`config.mk`:
```
export PLATFORM = sky130hd
export DESIGN_NAME = cpu_step_clk_gen
export DESIGN_NICKNAME = d
export VERILOG_FILES = /design/src/rtl/cpu_clk_pkg.sv /design/src/rtl/btn_debounce.sv /design/src/rtl/cpu_step_clk_gen.sv
export SDC_FILE = /design/constraint.sdc
export NUM_CORES = 1
export LEC_CHECK = 0
export CAP_MARGIN = 10
export CORE_UTILIZATION = 38
export CTS_CLUSTER_SIZE = 20
export DETAILED_ROUTE_END_ITERATION = 8
export GPL_TIMING_DRIVEN = 0
export PLACE_DENSITY = 0.6
export SYNTH_ARGS = -nofsm -noshare
export SYNTH_HDL_FRONTEND = slang
export SYNTH_SLANG_ARGS = --single-unit
```
`constraint.sdc`:
```
create_clock -name clk -period 4.1 [get_ports clk]
set_clock_uncertainty 0.05 [all_clocks]
set_input_delay 0.82 -clock clk [delete_from_list [all_inputs] [get_ports clk]]
set_output_delay 0.82 -clock clk [all_outputs]
set_load 0.05 [all_outputs]
```
`src/rtl/cpu_clk_pkg.sv`:
```
// rtl/cpu_clk_pkg.sv - shared types and constants for the CPU clock-enable generator
//
// Purpose : FSM state encoding, counter widths and the divider mask helper
//           used by cpu_step_clk_gen.
// Ports   : none (package).
package cpu_clk_pkg;

  typedef enum logic [1:0] {
    RUN        = 2'd0,
    STEP_IDLE  = 2'd1,
    STEP_PULSE = 2'd2
  } step_state_t;

  localparam int CE_CNT_W = 16;
  localparam int DIV_W    = 32;

  // Mask with the low 'bits' bits set; the divider ticks when all of them are 1.
  function automatic logic [DIV_W-1:0] low_mask(input int bits);
    logic [DIV_W-1:0] one;
    one = 1;
    return (one << bits) - one;
  endfunction

endpackage

```
`src/rtl/btn_debounce.sv`:
```
// rtl/btn_debounce.sv - synchronizer, stability debounce and rising-edge detect for one button
//
// Purpose : Brings an asynchronous, bouncy button into the clk domain and only
//           accepts a new level once it has been stable for 2^DEB_CNT cycles.
// Ports   : clk   - clock
//           rst_n - asynchronous active-low reset
//           din   - raw asynchronous button input
//           dout  - debounced level
//           rise  - one-cycle pulse in the first cycle dout is high
module btn_debounce #(
  parameter int DEB_CNT = 20
) (
  input  logic clk,
  input  logic rst_n,
  input  logic din,
  output logic dout,
  output logic rise
);

  logic               sync_1;
  logic               sync_2;
  logic [DEB_CNT-1:0] stab_cnt;

  // The counter only runs while the synced input disagrees with the accepted
  // level; any bounce back to the accepted level restarts the stability window.
  always_ff @(posedge clk or negedge rst_n) begin
    if (!rst_n) begin
      sync_1   <= 1'b0;
      sync_2   <= 1'b0;
      stab_cnt <= '0;
      dout     <= 1'b0;
      rise     <= 1'b0;
    end else begin
      sync_1 <= din;
      sync_2 <= sync_1;
      rise   <= 1'b0;
      if (sync_2 == dout) begin
        stab_cnt <= '0;
      end else if (&stab_cnt) begin
        dout     <= sync_2;
        stab_cnt <= '0;
        rise     <= sync_2;
      end else begin
        stab_cnt <= stab_cnt + DEB_CNT'(1);
      end
    end
  end

endmodule

```
`src/rtl/cpu_step_clk_gen.sv`:
```
// rtl/cpu_step_clk_gen.sv - CPU clock-enable source with 2^N run rates and debounced single-step
//
// Purpose : Produces a one-cycle cpu_ce pulse either from a free-running 2^N
//           divider (run mode) or once per debounced button press (step mode),
//           plus a 50% cpu_clk level and a count of issued enables.
// Ports   : clk       - board clock, sole clock domain
//           rst_n     - asynchronous active-low reset
//           SW15      - async rate select, 1 = slow (2^SLOW_DIV), 0 = fast (2^FAST_DIV)
//           step_mode - async mode select, 1 = single-step, 0 = free run
//           btn_step  - async active-high step button (bouncy)
//           cpu_ce    - one-cycle CPU clock-enable pulse
//           cpu_clk   - toggles after every cpu_ce
//           ce_count  - number of cpu_ce pulses since reset, wrapping
module cpu_step_clk_gen
  import cpu_clk_pkg::*;
#(
  parameter int FAST_DIV = 18,
  parameter int SLOW_DIV = 25,
  parameter int DEB_CNT  = 20
) (
  input  logic                clk,
  input  logic                rst_n,
  input  logic                SW15,
  input  logic                step_mode,
  input  logic                btn_step,
  output logic                cpu_ce,
  output logic                cpu_clk,
  output logic [CE_CNT_W-1:0] ce_count
);

  localparam logic [DIV_W-1:0] FAST_MASK = low_mask(FAST_DIV);
  localparam logic [DIV_W-1:0] SLOW_MASK = low_mask(SLOW_DIV);

  logic             sw_meta;
  logic             sw_s;
  logic             step_meta;
  logic             step_s;
  logic [DIV_W-1:0] div;
  logic [DIV_W-1:0] sel_mask;
  logic             tick;
  logic             btn_db;
  logic             btn_rise;
  logic             press;
  step_state_t      state;

  always_ff @(posedge clk or negedge rst_n) begin
    if (!rst_n) begin
      sw_meta   <= 1'b0;
      sw_s      <= 1'b0;
      step_meta <= 1'b0;
      step_s    <= 1'b0;
    end else begin
      sw_meta   <= SW15;
      sw_s      <= sw_meta;
      step_meta <= step_mode;
      step_s    <= step_meta;
    end
  end

  btn_debounce #(
    .DEB_CNT(DEB_CNT)
  ) u_btn_debounce (
    .clk  (clk),
    .rst_n(rst_n),
    .din  (btn_step),
    .dout (btn_db),
    .rise (btn_rise)
  );

  // rise is only ever asserted together with a high accepted level; gating on
  // both ties a step strictly to an accepted press.
  assign press = btn_rise & btn_db;

  // The divider never restarts on a rate change, so the first tick at the new
  // rate may arrive early; every later tick is on the new 2^N grid.
  always_ff @(posedge clk or negedge rst_n) begin
    if (!rst_n) begin
      div <= '0;
    end else begin
      div <= div + DIV_W'(1);
    end
  end

  assign sel_mask = sw_s ? SLOW_MASK : FAST_MASK;
  assign tick     = ((div & sel_mask) == sel_mask);

  // A tick seen in the cycle RUN hands over to STEP_IDLE still produces a pulse;
  // a press seen in the cycle step mode is left is dropped in favour of RUN.
  always_ff @(posedge clk or negedge rst_n) begin
    if (!rst_n) begin
      state  <= RUN;
      cpu_ce <= 1'b0;
    end else begin
      case (state)
        RUN: begin
          cpu_ce <= tick;
          if (step_s) state <= STEP_IDLE;
        end
        STEP_IDLE: begin
          cpu_ce <= 1'b0;
          if (!step_s)    state <= RUN;
          else if (press) state <= STEP_PULSE;
        end
        STEP_PULSE: begin
          cpu_ce <= 1'b1;
          state  <= step_s ? STEP_IDLE : RUN;
        end
        default: begin
          cpu_ce <= 1'b0;
          state  <= RUN;
        end
      endcase
    end
  end

  always_ff @(posedge clk or negedge rst_n) begin
    if (!rst_n) begin
      cpu_clk  <= 1'b0;
      ce_count <= '0;
    end else if (cpu_ce) begin
      cpu_clk  <= ~cpu_clk;
      ce_count <= ce_count + CE_CNT_W'(1);
    end
  end

endmodule

```
==> impl_metrics.tcl, run 1 <==
set metrics [dict create \
    outcome "finished clean" \
    gp_congestion 0.732 \
    clk_pin_slew_ns 0.08 \
    multi_input_area_mm2 0.00130 \
    worstHoldPathCells 0 \
    reg2reg_depth 6 \
    first_global_vias 1979 \
    p_clk_frac 0.411 \
    final_cells 417 \
    cp-end-kind "output port" \
    hpwl_mm 3.56 \
    grt_usage 0.137 \
    area_delta_synth_final_pct 17.5 \
    io_pins 23 \
    route.detailed.drc 0 \
    postPlaceCellArea_mm2 0.00353 \
    power_density_mw_per_mm2 347 \
    holdCritStartpoint "sw_meta$_DFF_PN0_" \
    final_cell_mix "dfrtp_1, xnor2_1, nor2_1" \
    hold_violations 0 \
    ir_worst_vdd_mv 0.129 \
    crit_start "ce_count[0]$_DFFE_PN0P_" \
    hold_ws_ns 0.305 \
    synthCells 276 \
    yosysWarnings 0 \
    leakagePower_nw 1.62 \
    netSwitchingFraction 0.231 \
    placedCellCount 401 \
    core_mm2 0.00789 \
    drt_iter0_drc 34 \
    p_switching_mw 0.298 \
    final_area_mm2 0.00372 \
    cpPeakStageDelay_ns 0.85 \
    crit_chain "clkdlybuf4s50_1" \
    slew_violations 0 \
    combPwrFrac 0.023 \
    ant_nets 0 \
    seqPwrFrac 0.566 \
    synth.ff_latch_count 73 \
    cts_resized 0 \
    crit_fanout 7 \
    wl_per_cell_um 12.4 \
    cap_viol_max_count 0 \
    totalWireLength_mm 5.17 \
    min_to "sw_s$_DFF_PN0_" \
    port_buffers 22 \
    row_count 32 \
    critPathBufInv 1 \
    reg2reg_to "u_btn_debounce.stab_cnt[14]$_DFF_PN0_" \
    seq_area_mm2 0.00183 \
    grt_start_max_net_pins 43 \
    final_net_count 318 \
    synth_cell_types 33 \
    crit_path_start_kind "flip-flop" \
    max_slew_margin 0.487 \
    n_antenna_cell 0 \
    worst_pin_slew_ns 0.762 \
    mostFrequentLayoutCell "dfrtp_1" \
    fmax_ghz 0.393 \
    clock_sinks 73 \
    grt_setup_unrepaired "no" \
    antenna_found_initial 0 \
    critPathSlowestCell "clkdlybuf4s50_1" \
    first_pass_iters 4 \
    clock_latency_ns 0.34 \
    cts_buffer_depth 2 \
    syn_area_mm2 0.00316 \
    grt_pass1_wl_mm 9.23 \
    hold_buffers 0 \
    crit_family "buffers and inverters" \
    path_class "reg2out" \
    cts_tree "built" \
    finalCritPeriodShare 0.621 \
    initial_utilization 0.401 \
    cp.arrival_ns 1.68 \
    grt-ovfl-total 0 \
    cts_made_buffers 9 \
    reg2reg_slack_ns 1.89 \
    synth_area_per_cell_um2 11.5 \
    postCtsSetupBuffers 0 \
    num_vias 2062 \
    yosysSeqAreaShare 0.578 \
    die_w_um 93.2 \
    setup_viol 0 \
    cts_root_buf "clkbuf_8" \
    nFillCells 760 \
    synth_fp_nets 284 \
    crit_required_ns 3.23 \
    drive_above_1_share 0.0921 \
    hp-class "reg2reg" \
    h-tree-depth 3 \
    die_y_um 93.2 \
    internal_power_mw 0.990 \
    via_per_inst 4.94 \
    finalCriticalPeriod_ns 2.55 \
    r2r_start "u_btn_debounce.stab_cnt[0]$_DFF_PN0_" \
    die-area_mm2 0.00869 \
]
through the flow:
stage          utilization  TNS (ns)  setup WS [ns]  total power, mW
3_3_place_gp         0.445    -27.26         -0.378            0.774
3_5_place_dp         0.447         0           1.88            0.776
5_1_grt              0.471         0           1.49             1.34
4_1_cts              0.471         0           1.54             1.31
6_report             0.471         0           1.55             1.29
2_1_floorplan            -         0           2.13            0.752
cells in the mapped netlist (all sizes together):
cell type  count  area, um2
a21boi         1       7.51
a21oi          3       15.0
a31oi          1       6.26
a32o           1       10.0
and2           3       18.8
and3           3       18.8
and4           4       35.0
buf            1       5.00
clkbuf         2       7.51
dfrtp         73       1830
ha             3       37.5
inv            6       22.5
mux2           2       26.3
nand2         21       86.3
nand2b         3       18.8
nand3         23        125
nand4         18        128
nor2          30        113
nor3           5       25.0
nor4           9       62.6
o22ai          1       6.26
o31ai          3       36.3
or3            1       6.26
or4            4       37.5
xnor2         37        324
xor2          18        158
worst register-to-register path, stage by stage (launching register included):
cell and delay (ns):
dfrtp_1 0.39, ha_1 0.26, nand2_1 0.14, or4_4 0.58, o31ai_4 0.32, buf_2 0.29
nor2_1 0.08
power groups by stage:
stage	sequential (mW)	combinational, mW	clock, mW
after CTS	0.730	0.0321	0.547
after floorplan	0.743	0.00912	0
final	0.730	0.0300	0.529
after detailed placement	0.744	0.0319	0
after global routing	0.730	0.0356	0.577
after global placement	0.744	0.0298	0
worst max path at each step:
stage	endpoint	slack [ns]	cells past startpoint
2_1_floorplan	u_btn_debounce.stab_cnt[10]$_DFF_PN0_	2.13	6
3_3_place_gp	u_btn_debounce.stab_cnt[1]$_DFF_PN0_	-0.38	1
3_5_place_dp	u_btn_debounce.stab_cnt[15]$_DFF_PN0_	1.88	6
4_1_cts	ce_count[0]	1.54	1
5_1_grt	ce_count[0]	1.49	1
6_report	ce_count[0]	1.55	1
flip-flops by register name, summed over array words and instances (netlist names):
signal,cells
u_btn_debounce.sync_1,1
u_btn_debounce.stab_cnt,20
step_s,1
state,2
u_btn_debounce.sync_2,1
cpu_clk,1
u_btn_debounce.dout,1
u_btn_debounce.rise,1
sw_s,1
div,25
cpu_ce,1
step_meta,1
sw_meta,1
ce_count,16
per-layer routing:
layer | track usage | part of all wire | wire, um | up-vias
met1 | 0.192 | 0.52 | 2680 | 998
li1 | - | - | - | 1025
met2 | 0.197 | 0.43 | 2220 | 31
met4 | 0.0692 | 0.021 | 108 | 0
met3 | 0.0317 | 0.030 | 156 | 8
met5 | 0 | 0 | 0 | -
final cells by class:
class,count,share of cell area
inverters,6,0.00606
multi-input cells,194,0.350
plain buffers,3,0.00337
well taps,102,0.0343
flip-flops and latches,73,0.491
clock inverters,5,0.0101
clock buffers,11,0.0407
repair buffers,23,0.0640
logic make-up (layout without fill, tap and decap cells):
group / after synthesis / in the layout / share of synthesized area
adder cells (fa/ha/maj): 3 / 3 / 0.0119
multiplexers: 2 / 2 / 0.00831
buffers and inverters: 9 / 48 / 0.0111
XOR/XNOR: 55 / 55 / 0.152
AO/OA/AOI/OAI: 10 / 10 / 0.0257
flip-flops: 73 / 73 / 0.578
AND/OR/NAND/NOR: 124 / 124 / 0.213
Note: power is estimated with default switching activity, not from simulation.
==> run 2: changes to the inputs <==
--- a/config.mk
+++ b/config.mk
@@ -10,7 +10,7 @@
 export CTS_CLUSTER_SIZE = 20
 export DETAILED_ROUTE_END_ITERATION = 8
 export GPL_TIMING_DRIVEN = 0
-export PLACE_DENSITY = 0.6
+export PLACE_DENSITY = 0.62
 export SYNTH_ARGS = -nofsm -noshare
 export SYNTH_HDL_FRONTEND = slang
 export SYNTH_SLANG_ARGS = --single-unit
==> constraint.sdc (replaced) <==
create_clock -name clk -period 2.1 [get_ports clk]
set_clock_uncertainty 0.05 [all_clocks]
set_input_delay 0.42 -clock clk [delete_from_list [all_inputs] [get_ports clk]]
set_output_delay 0.42 -clock clk [all_outputs]
set_load 0.05 [all_outputs]
==> run 2 against run 1 <==
  * Global-route usage rose by 0.45 points
  * Non-clock buffer count rose by 7
  * Critical path depth did not move
  * Die area did not move
  * Critical endpoint is now ce_count[9]
  * Largest cell class unchanged
  * Highest routed layer unchanged
==> impl_metrics.tcl, run 2 (same netlist as run 1, synthesis figures left out) <==
set metrics [dict create \
    outcome "finished clean" \
    cts_made_buffers 9 \
    hpwl_mm 3.58 \
    worstHoldPathCells 0 \
    crit_path_start_kind "flip-flop" \
    crit_family "buffers and inverters" \
    internal_power_mw 2.24 \
    first_pass_iters 4 \
    port_buffers 22 \
    dp_slack_ns -0.138 \
    setup_viol 0 \
    grt_usage 0.141 \
    holdCritStartpoint "sw_meta$_DFF_PN0_" \
    h-tree-depth 3 \
    worst_pin_slew_ns 0.679 \
    regMostFlops "div" \
    finalCriticalPeriod_ns 2.06 \
    largest_reg_flops 25 \
    grt_pass1_wl_mm 9.57 \
    route.detailed.drc 0 \
    first_global_vias 2095 \
    crit_fanout 5 \
    totalWireLength_mm 5.47 \
    leakagePower_nw 1.80 \
    max_slew_margin 0.544 \
    ant_nets 0 \
    utilization 0.493 \
    critPathBufInv 1 \
    crit_chain "clkdlybuf4s50_1" \
    hp-class "reg2reg" \
    cp-end-kind "output port" \
    clock_sinks 73 \
    critPathSlowestCell "clkdlybuf4s50_1" \
    gp_congestion 0.742 \
    top_regs "div: 25 flops, u_btn_debounce.stab_cnt: 20 flops, ce_count: 16 flops" \
    via_per_inst 5.03 \
    die_w_um 93.2 \
    grt-ovfl-total 0 \
    die_y_um 93.2 \
    path_class "reg2out" \
    grt_start_max_net_pins 59 \
    reg2reg_to "u_btn_debounce.dout$_DFFE_PN0P_" \
    reg2reg_slack_ns 0.10 \
    total_power_mw 2.84 \
    fmax_ghz 0.484 \
    r2r_start "u_btn_debounce.stab_cnt[8]$_DFF_PN0_" \
    num_vias 2134 \
    netSwitchingFraction 0.209 \
    io_pins 23 \
    n_antenna_cell 0 \
    fin_ws_ns 0.0356 \
    cts_tree "built" \
    grt-busiest-layer "met2" \
    multi_input_area_mm2 0.00134 \
    drive_above_1_share 0.118 \
    die-area_mm2 0.00869 \
    grtUsageMet2 0.216 \
    cpPeakStageDelay_ns 0.83 \
    crit_required_ns 1.63 \
    mostFrequentLayoutCell "dfrtp_1" \
    cp.arrival_ns 1.59 \
    seqPwrFrac 0.502 \
    nFillCells 712 \
    finalCritPeriodShare 0.983 \
    hold_violations 0 \
    cts_root_buf "clkbuf_8" \
    slew_violations 0 \
    power_density_mw_per_mm2 731 \
    final_cell_mix "dfrtp_1, xnor2_1, nor2_1" \
    postPlaceCellArea_mm2 0.00354 \
    core_mm2 0.00789 \
    area_delta_synth_final_pct 22.9 \
    ir_worst_vdd_mv 0.283 \
    cts_buffer_depth 2 \
    p_switching_mw 0.595 \
    final_area_mm2 0.00389 \
    grt_setup_unrepaired "no" \
    combPwrFrac 0.028 \
    row_count 32 \
    drt_iter0_drc 71 \
    min_to "sw_s$_DFF_PN0_" \
    clock_latency_ns 0.34 \
    cap_viol_max_count 0 \
    wl_per_cell_um 12.9 \
    seq_area_mm2 0.00183 \
    reg2reg_depth 4 \
    antenna_found_initial 0 \
    p_clk_frac 0.470 \
    initial_utilization 0.401 \
    clk_pin_slew_ns 0.09 \
    met1_usage 0.187 \
    met3_usage 0.0309 \
    final_net_count 325 \
]
## run 2: how the worst max path moves through the flow
stage,startpoint,endpoint,cells past startpoint
2_1_floorplan,u_btn_debounce.stab_cnt[0]$_DFF_PN0_,u_btn_debounce.stab_cnt[10]$_DFF_PN0_,6
3_3_place_gp,rst_n,u_btn_debounce.stab_cnt[7]$_DFF_PN0_,1
3_5_place_dp,u_btn_debounce.stab_cnt[0]$_DFF_PN0_,u_btn_debounce.stab_cnt[15]$_DFF_PN0_,6
4_1_cts,ce_count[6]$_DFFE_PN0P_,ce_count[6],1
5_1_grt,ce_count[9]$_DFFE_PN0P_,ce_count[9],1
6_report,ce_count[9]$_DFFE_PN0P_,ce_count[9],1
## run 2: area by class of cell
cell class	instances	share of cell area
plain buffers	3	0.00483
clock buffers	10	0.0328
clock inverters	6	0.0296
inverters	6	0.00580
multi-input cells	194	0.344
flip-flops and latches	73	0.471
well taps	102	0.0328
repair buffers	30	0.0795
## run 2: stage by stage
step	std cells	hold slack [ns]	TNS, ns
after floorplan	276	0.0744	0
after global placement	400	0.282	-144.61
after detailed placement	401	0.251	-1.30
after CTS	420	0.302	0
after global routing	424	0.304	0
final	424	0.297	0
## run 2: power groups by stage
| stage | combinational, mW | clock [mW] | sequential [mW] |
|---|---|---|---|
| detailed placement | 0.0644 | 0 | 1.45 |
| global route | 0.0906 | 1.42 | 1.43 |
| floorplan | 0.0178 | 0 | 1.45 |
| global placement | 0.0578 | 0 | 1.45 |
| CTS | 0.0700 | 1.36 | 1.42 |
| finish | 0.0789 | 1.33 | 1.43 |
## run 2: routing by layer
metal | share of wire | routed length, um | up-vias
li1 | - | - | 1036
met1 | 0.50 | 2720 | 1051
met2 | 0.45 | 2480 | 39
met3 | 0.034 | 186 | 8
met4 | 0.016 | 85 | 0
met5 | 0 | 0 | -
## run 2: what timing repair did
| item | in CTS | in global routing |
|---|---|---|
| buffers inserted | 2 | 3 |
| pin swaps | 1 | 2 |
| endpoints found under the hold margin | 15 | 0 |
| cloned | 0 | 1 |
| endpoints found under the setup margin | 13 | 23 |
| gates resized for setup | 5 | 13 |
| hold buffers | 1 | 0 |
==> run 3: changes to the inputs <==
--- a/config.mk
+++ b/config.mk
@@ -10,7 +10,7 @@
 export CTS_CLUSTER_SIZE = 20
 export DETAILED_ROUTE_END_ITERATION = 8
 export GPL_TIMING_DRIVEN = 0
-export PLACE_DENSITY = 0.62
+export PLACE_DENSITY = 0.6
 export SYNTH_ARGS = -nofsm -noshare
 export SYNTH_HDL_FRONTEND = slang
 export SYNTH_SLANG_ARGS = --single-unit
==> constraint.sdc (replaced) <==
create_clock -name clk -period 1.95 [get_ports clk]
set_clock_uncertainty 0.05 [all_clocks]
set_input_delay 0.39 -clock clk [delete_from_list [all_inputs] [get_ports clk]]
set_output_delay 0.39 -clock clk [all_outputs]
set_load 0.05 [all_outputs]
==> run 3 against run 2 <==
  * Critical path type is now reg2reg
  * Non-clock buffer count increased by 9
  * Largest cell class unchanged
  * Critical endpoint is now u_btn_debounce.dout$_DFFE_PN0P_
  * Sequential share of layout area decreased by 0.45 points
  * Die area did not move
  * Register-to-register slack worse by 0.07 ns
  * Critical path depth increased by 4
  * Power up 4.3%
  * Worst hold slack gained 0.0081 ns
  * Worst setup slack worse by 0.0056 ns
==> impl_metrics.tcl, run 3 (same netlist as run 1, synthesis figures left out) <==
set metrics [dict create \
    reg2reg_depth 5 \
    clock_sinks 73 \
    cpPeakStageDelay_ns 0.50 \
    cp.arrival_ns 2.11 \
    antenna_found_initial 0 \
    fmax_ghz 0.521 \
    hold_violations 0 \
    ant_nets 0 \
    row_count 32 \
    clock_latency_ns 0.35 \
    num_vias 2177 \
    leakagePower_nw 1.83 \
    cts_root_buf "clkbuf_8" \
    crit_chain "buf_6 -> nand3_4 -> or4_4 -> or3_4 -> mux2_4" \
    h-tree-depth 3 \
    r2r_start "u_btn_debounce.stab_cnt[1]$_DFF_PN0_" \
    ir_worst_vdd_mv 0.270 \
    regMostFlops "div" \
    cap_viol_max_count 0 \
    holdCritStartpoint "u_btn_debounce.sync_1$_DFF_PN0_" \
    reg2reg_slack_ns 0.03 \
    area_delta_synth_final_pct 24.1 \
    wl_per_cell_um 12.7 \
    largest_reg_flops 25 \
    port_buffers 22 \
    totalWireLength_mm 5.51 \
    final_cell_mix "dfrtp_1, xnor2_1, nor2_1" \
    grt_usage 0.144 \
    power_density_mw_per_mm2 754 \
    cts_buffer_depth 2 \
    grt_setup_unrepaired "yes" \
    worstHoldPathCells 0 \
    drive_above_1_share 0.154 \
    clk_pin_slew_ns 0.08 \
    tns_ns 0 \
    path_class "reg2reg" \
    n_antenna_cell 0 \
    finalCritPeriodShare 0.985 \
    final_area_mm2 0.00393 \
    hpwl_mm 3.52 \
    top_regs "div: 25 flops, u_btn_debounce.stab_cnt: 20 flops, ce_count: 16 flops" \
    finalCriticalPeriod_ns 1.92 \
    worst_pin_slew_ns 0.672 \
    core_mm2 0.00789 \
    via_per_inst 5.03 \
    route.detailed.drc 0 \
    total_power_mw 2.96 \
    crit_start "u_btn_debounce.stab_cnt[1]$_DFF_PN0_" \
    setup_viol 0 \
    grt_start_max_net_pins 54 \
    hp-class "reg2reg" \
    hold_ws_ns 0.305 \
    utilization 0.498 \
    drt_iter0_drc 67 \
    critPathSlowestCell "or4_4" \
    cp-end-kind "flip-flop" \
    postPlaceCellArea_mm2 0.00354 \
    crit_required_ns 2.14 \
    slew_violations 0 \
    cts_made_buffers 9 \
    first_pass_iters 4 \
    mostFrequentLayoutCell "dfrtp_1" \
    outcome "finished clean" \
    die_y_um 93.2 \
    grt_pass1_wl_mm 9.49 \
    max_slew_margin 0.549 \
    io_pins 23 \
    grt-ovfl-total 0 \
    crit_fanout 5 \
    crit_path_start_kind "flip-flop" \
    die_w_um 93.2 \
    die-area_mm2 0.00869 \
    gp_congestion 0.690 \
    first_global_vias 2047 \
    initial_utilization 0.401 \
    cts_tree "built" \
    final_net_count 334 \
]
==> run 3: path summary, 6_finish.rpt <==
path | to
setup / recovery | u_btn_debounce.dout$_DFFE_PN0P_
hold / removal | u_btn_debounce.sync_2$_DFF_PN0_
setup reg to reg | u_btn_debounce.dout$_DFFE_PN0P_
hold reg to reg | u_btn_debounce.sync_2$_DFF_PN0_
max in group asynchronous | u_btn_debounce.stab_cnt[2]$_DFF_PN0_
min in group asynchronous | div[16]$_DFF_PN0_
==> run 3: worst max-delay path, delay by kind of cell (launching register included) <==
kind | cells | cell delay, ns
buf+inv | 1 | 0.12
simple gates | 3 | 0.93
mux | 1 | 0.30
flops | 1 | 0.40
==> run 3: where the power goes <==
part | internal (mW) | total (mW) | switching [mW]
logic | 0.0348 | 0.0846 | 0.0497
clock network | 0.735 | 1.34 | 0.604
registers | 1.53 | 1.54 | 0.0116
total | 2.30 | 2.96 | 0.666
==> run 3: final cells by class <==
class | count | area, um2
fill | 738 | 3960
sequential | 73 | 1830
multi-input combinational | 194 | 1340
timing repair buffer | 39 | 357
tap | 102 | 128
clock buffer | 9 | 124
clock inverter | 7 | 103
inverter | 6 | 22.5
buffer | 3 | 18.8
==> run 3: per-layer routing <==
metal,wire [um],GRT usage,vias up
met4,130,0.0808,0
met2,2440,0.211,40
met3,188,0.0366,10
li1,-,-,1072
met5,0,0,-
met1,2750,0.193,1055
==> run 3: what timing repair did <==
item / in CTS / in global routing
pin swaps: 2 / 2
endpoints found under the hold margin: 20 / 0
hold buffers: 1 / 0
setup endpoints to repair: 37 / 23
cloned: 1 / 0
gates resized for setup: 25 / 8
setup buffers: 9 / 5
==> run 3: stage by stage <==
stage / std cells / setup slack, ns
6_report: 433 / 0.0300
5_1_grt: 433 / -0.0145
4_1_cts: 428 / 0.00527
3_5_place_dp: 401 / -0.247
3_3_place_gp: 400 / -2.10
2_1_floorplan: 276 / 0.0135
